**src/rtl/vga_timing_gen.sv**
```systemverilog
// VGA/VESA raster timing generator.
// Pixel/line counters advance under pix_en. Every output is a flop whose D input
// is decoded from the *next* counter values, so syncs, blanking and strobes stay
// cycle-aligned with pixel_x/pixel_y without adding a pipeline stage.
module vga_timing_gen #(
  parameter int H_ACTIVE  = 640,
  parameter int H_FP      = 16,
  parameter int H_SYNC    = 96,
  parameter int H_BP      = 48,
  parameter int V_ACTIVE  = 480,
  parameter int V_FP      = 10,
  parameter int V_SYNC    = 2,
  parameter int V_BP      = 33,
  parameter bit HSYNC_POL = 1'b0,
  parameter bit VSYNC_POL = 1'b0,
  parameter int CW        = 11
) (
  input  logic          clk,
  input  logic          rst_n,
  input  logic          pix_en,
  output logic [CW-1:0] pixel_x,
  output logic [CW-1:0] pixel_y,
  output logic          video_on,
  output logic          hblank,
  output logic          vblank,
  output logic          hsync,
  output logic          vsync,
  output logic          line_start,
  output logic          frame_start
);

  localparam int H_TOTAL = H_ACTIVE + H_FP + H_SYNC + H_BP;
  localparam int V_TOTAL = V_ACTIVE + V_FP + V_SYNC + V_BP;

  localparam logic [CW-1:0] H_LAST     = CW'(H_TOTAL - 1);
  localparam logic [CW-1:0] V_LAST     = CW'(V_TOTAL - 1);
  localparam logic [CW-1:0] H_ACT      = CW'(H_ACTIVE);
  localparam logic [CW-1:0] V_ACT      = CW'(V_ACTIVE);
  localparam logic [CW-1:0] H_SYNC_BEG = CW'(H_ACTIVE + H_FP);
  localparam logic [CW-1:0] H_SYNC_END = CW'(H_ACTIVE + H_FP + H_SYNC - 1);
  localparam logic [CW-1:0] V_SYNC_BEG = CW'(V_ACTIVE + V_FP);
  localparam logic [CW-1:0] V_SYNC_END = CW'(V_ACTIVE + V_FP + V_SYNC - 1);

  logic [CW-1:0] x_q, x_d;
  logic [CW-1:0] y_q, y_d;
  logic          video_on_q, video_on_d;
  logic          hblank_q, hblank_d;
  logic          vblank_q, vblank_d;
  logic          hsync_q, hsync_d;
  logic          vsync_q, vsync_d;
  logic          line_start_q, line_start_d;
  logic          frame_start_q, frame_start_d;

  // Next raster position: x wraps at end of line, y steps only on that wrap.
  always_comb begin
    x_d = x_q;
    y_d = y_q;
    if (pix_en) begin
      if (x_q == H_LAST) begin
        x_d = '0;
        y_d = (y_q == V_LAST) ? '0 : y_q + 1'b1;
      end else begin
        x_d = x_q + 1'b1;
      end
    end
  end

  // Decode from next position; with pix_en=0 the next position equals the
  // current one, so the decoded flags hold by construction.
  always_comb begin
    video_on_d    = (x_d < H_ACT) && (y_d < V_ACT);
    hblank_d      = (x_d >= H_ACT);
    vblank_d      = (y_d >= V_ACT);
    hsync_d       = ((x_d >= H_SYNC_BEG) && (x_d <= H_SYNC_END)) ? HSYNC_POL : ~HSYNC_POL;
    vsync_d       = ((y_d >= V_SYNC_BEG) && (y_d <= V_SYNC_END)) ? VSYNC_POL : ~VSYNC_POL;
    line_start_d  = pix_en && (x_q == H_LAST);
    frame_start_d = pix_en && (x_q == H_LAST) && (y_q == V_LAST);
  end

  // State registers; reset parks the raster on the last pixel of the frame so
  // the first enable lands exactly on (0,0).
  always_ff @(posedge clk) begin
    if (!rst_n) begin
      x_q           <= H_LAST;
      y_q           <= V_LAST;
      video_on_q    <= 1'b0;
      hblank_q      <= 1'b1;
      vblank_q      <= 1'b1;
      hsync_q       <= ~HSYNC_POL;
      vsync_q       <= ~VSYNC_POL;
      line_start_q  <= 1'b0;
      frame_start_q <= 1'b0;
    end else begin
      x_q           <= x_d;
      y_q           <= y_d;
      video_on_q    <= video_on_d;
      hblank_q      <= hblank_d;
      vblank_q      <= vblank_d;
      hsync_q       <= hsync_d;
      vsync_q       <= vsync_d;
      line_start_q  <= line_start_d;
      frame_start_q <= frame_start_d;
    end
  end

  assign pixel_x     = x_q;
  assign pixel_y     = y_q;
  assign video_on    = video_on_q;
  assign hblank      = hblank_q;
  assign vblank      = vblank_q;
  assign hsync       = hsync_q;
  assign vsync       = vsync_q;
  assign line_start  = line_start_q;
  assign frame_start = frame_start_q;

endmodule

```
**config.mk**
```make
export PLATFORM = sky130hd
export DESIGN_NAME = vga_timing_gen
export DESIGN_NICKNAME = d
export VERILOG_FILES = /design/src/rtl/vga_timing_gen.sv
export SDC_FILE = /design/constraint.sdc
export NUM_CORES = 1
export LEC_CHECK = 0
export BUFFER_PORTS_ARGS = -buffer_cell sky130_fd_sc_hd__buf_2
export CAP_MARGIN = 20
export CORE_MARGIN = 2
export CORE_UTILIZATION = 30
export CTS_CLUSTER_SIZE = 20
export DETAILED_ROUTE_END_ITERATION = 8
export GPL_TIMING_DRIVEN = 0
export PLACE_DENSITY = 0.54
export SYNTH_ARGS = -nofsm -noshare
export SYNTH_HDL_FRONTEND = slang
export SYNTH_SLANG_ARGS = --single-unit
export TNS_END_PERCENT = 5
```
**constraint.sdc**
```tcl
create_clock -name clk -period 2.8 [get_ports clk]
set_clock_uncertainty 0.05 [all_clocks]
set_input_delay 0.84 -clock clk [delete_from_list [all_inputs] [get_ports clk]]
set_output_delay 0.84 -clock clk [all_outputs]
set_load 0.01 [all_outputs]
```
==> out/results.ini <==
[yosys]
synth.area.top_cells = sky130_fd_sc_hd__dfxtp_1, sky130_fd_sc_hd__nor2_1, sky130_fd_sc_hd__xnor2_1
postSynthRegisterBits = 29
synth_top_area_share = 0.357
yosysSeqAreaShare = 0.357
synth_area_um2 = 1630
synth_mux_area_frac = 0.0216
synth_nets = 195
synth-compound-area-share = 0.152
edff_count_synth = 0
synth.top_cells.by_count = sky130_fd_sc_hd__dfxtp_1, sky130_fd_sc_hd__nor2_1, sky130_fd_sc_hd__nand2_1, sky130_fd_sc_hd__nand3_1, sky130_fd_sc_hd__o21ai_0
synth_simple_gate_area_frac = 0.311
yosysTopAreaCell = sky130_fd_sc_hd__dfxtp_1
ys_warn_count = 0
post_synth_xor_area_fraction = 0.0701
synth_cells = 189
async_flop_share = 0
synthAdderAreaFrac = 0.0231
synth_top_family_by_area = simple AND/OR/NAND/NOR gates
synthDistinctLibCells = 47
synth_flop_cell = sky130_fd_sc_hd__dfxtp_1
yosys.cell_count.top_type = sky130_fd_sc_hd__dfxtp_1
synth_area_per_cell_um2 = 8.60

[timing]
maxClockFrequency_mhz = 456
finalSetupViolations = 0
final-max-slew-violation-count = 0
fin_setup_tns_ns = 0
tightest_slew_ns = 0.541
fin_crit_ns = 2.19
holdWs_ns = 0.490
timing_hold_violations_final = 0
max-slew-margin-rel = 0.640
grt_setup_unrepaired = no
period_share = 0.783

[place]
routabilityCongestion = 0.762
io_buffer_count = 31
detailedPlacementHpwl_mm = 2.99

[floorplan]
placeableCoreArea_um2 = 5170
initial_utilization = 0.314
die_h_um = 77.6
num_io_pins = 32
die_w_um = 77.6
rows = 26
dieArea_um2 = 6020

[layout]
area_delta_synth_final_pct = 23.2
final_layout_size_suffix_gt1_frac = 0.246
antenna_cells_inserted = 0
nFillCells = 547
layout.nets = 233

[grt]
pin_count_of_the_biggest_net_entering_global_routing = 11
grt_pass1_vias = 1399
globalRoute.totalOverflow = 0
gr-usage-all-layers = 0.141
grt_first_pass_wirelength_mm = 6.87
grt_antenna_before_repair = 0

[route]
detail-route-antenna-nets = 0
vias_per_cell = 4.95
wire_per_inst_um = 13.4
drt_wl_total_mm = 3.99
dr.first_iter.drc_count = 43
vias = 1474
drcViolationCount = 0
detail_route.first_pass.iterations = 4

[power_and_ir_drop]
power_density_over_the_cells_nw_per_um2 = 684
logic_gate_share_of_total_power = 0.268
power_frac_seq = 0.355
leakage_nw = 0.796
vdd_ir_drop_max_v = 0.000312
switching_share = 0.303
power_frac_clock = 0.377
intPower_mw = 0.955
power.net_switching_mw = 0.415

[clock_tree]
post_cts_hold_buffer_count = 0
clk_latency_ns = 0.27
post_cts.repair.setup_buffers = 0
cts_tree = built
post_cts.resized_instances = 0
tritoncts.num_buffers = 5
clk_pin_slew_ns = 0.07
ctsHtreeMaxLevel = 2
clk_root_buffer_cell = sky130_fd_sc_hd__clkbuf_8
cts_sinks = 29
cts.path.max_buffers = 2

[setup_path]
worst-endpoint-arrival_ns = 2.29
cp-startpoint = pix_en
worst_r2r_dst = vsync
crit_path_max_fanout = 10
worst-setup-path-type = input pin to flop
worst_setup_path_endpoint = video_on
crit_path_end_kind = flop
cp-start-kind = input pin
beginning_of_the_worst_register_to_register_path = pixel_x[0]
reg2reg_setup_slack_ns = 0.66
r2r_cells = 8
worstPathRequired_ns = 2.90

[flow_run]
max_capacitance_violation_count = 0

[min_path]
min_from = pixel_x[1]
min_path_type = flop to flop

[status]
status = complete, no violations

worst max-delay path, cell delays in order:
cell and delay (ns):
sky130_fd_sc_hd__buf_2 0.08, sky130_fd_sc_hd__buf_4 0.14, sky130_fd_sc_hd__nand3_1 0.13, sky130_fd_sc_hd__or3_1 0.46
sky130_fd_sc_hd__o41a_1 0.42, sky130_fd_sc_hd__o211ai_1 0.14, sky130_fd_sc_hd__a211oi_1 0.07
metrics by stage:
stage                     instances  setup WS, ns  power (mW)  utilization  instance area (µm²)
after global routing            298         0.502        1.45        0.387                 2000
after CTS                       298         0.609        1.39        0.387                 2000
after floorplan                 189         0.573       0.758            -                 1630
after global placement          290         0.321       0.861        0.361                 1870
final                           298         0.607        1.37        0.387                 2000
after detailed placement        290         0.317       0.863        0.361                 1870
placed cells by master (no fill, tap or decap), types with 3 or more instances in the layout:
cell type,count
sky130_fd_sc_hd__a21oi_1,6
sky130_fd_sc_hd__a31oi_1,3
sky130_fd_sc_hd__and2_1,4
sky130_fd_sc_hd__and3_1,3
sky130_fd_sc_hd__and4_1,4
sky130_fd_sc_hd__buf_2,35
sky130_fd_sc_hd__buf_4,4
sky130_fd_sc_hd__clkbuf_8,5
sky130_fd_sc_hd__dfxtp_1,29
sky130_fd_sc_hd__ha_1,3
sky130_fd_sc_hd__inv_1,7
sky130_fd_sc_hd__nand2_1,13
sky130_fd_sc_hd__nand3_1,12
sky130_fd_sc_hd__nand4_1,8
sky130_fd_sc_hd__nor2_1,17
sky130_fd_sc_hd__nor3_1,8
sky130_fd_sc_hd__o21ai_0,11
sky130_fd_sc_hd__or3_1,3
sky130_fd_sc_hd__xnor2_1,7
sky130_fd_sc_hd__xor2_1,6
per-layer routing:
metal,global-route usage,routed length (µm),vias up
met5,0,0,-
met4,0.0357,21,0
met3,0.0384,158,2
met2,0.218,1780,32
met1,0.194,2040,671
li1,-,-,769
logic make-up after synthesis:
group,after synthesis
buffers and inverters,19
AO/OA/AOI/OAI,36
adder cells (fa/ha/maj),3
AND/OR/NAND/NOR,86
XOR/XNOR,13
flip-flops,29
multiplexers,3
state kept, by name, summed over array words and instances (netlist names):
signal	flops
pixel_x	11
pixel_y	11
frame_start	1
hblank	1
hsync	1
line_start	1
vblank	1
video_on	1
vsync	1
cell type report:
type,count,area [µm²],share of cell area
repair buffers,31,155,0.0775
clock inverters,3,65.1,0.0325
multi-input cells,141,938,0.469
clock buffers,5,68.8,0.0344
inverters,7,26.3,0.0131
well taps,70,87.6,0.0438
flip-flops and latches,29,581,0.290
plain buffers,12,80.1,0.0400
power groups by stage:
stage	sequential, mW	clock, mW	combinational [mW]
after floorplan	0.509	0	0.249
after global placement	0.497	0	0.364
after detailed placement	0.496	0	0.366
after CTS	0.487	0.529	0.370
after global routing	0.495	0.547	0.411
final	0.487	0.516	0.367
how the worst min path moves through the flow:
stage          slack (ns)         end  cells past startpoint
4_1_cts              0.49  pixel_y[1]                      2
6_report             0.49  pixel_x[1]                      2
5_1_grt              0.53  pixel_x[1]                      2
2_1_floorplan        0.48  pixel_y[1]                      2
3_3_place_gp         0.48  pixel_y[1]                      2
3_5_place_dp         0.47  pixel_y[1]                      2
Note: power is estimated with default switching activity, not from simulation.
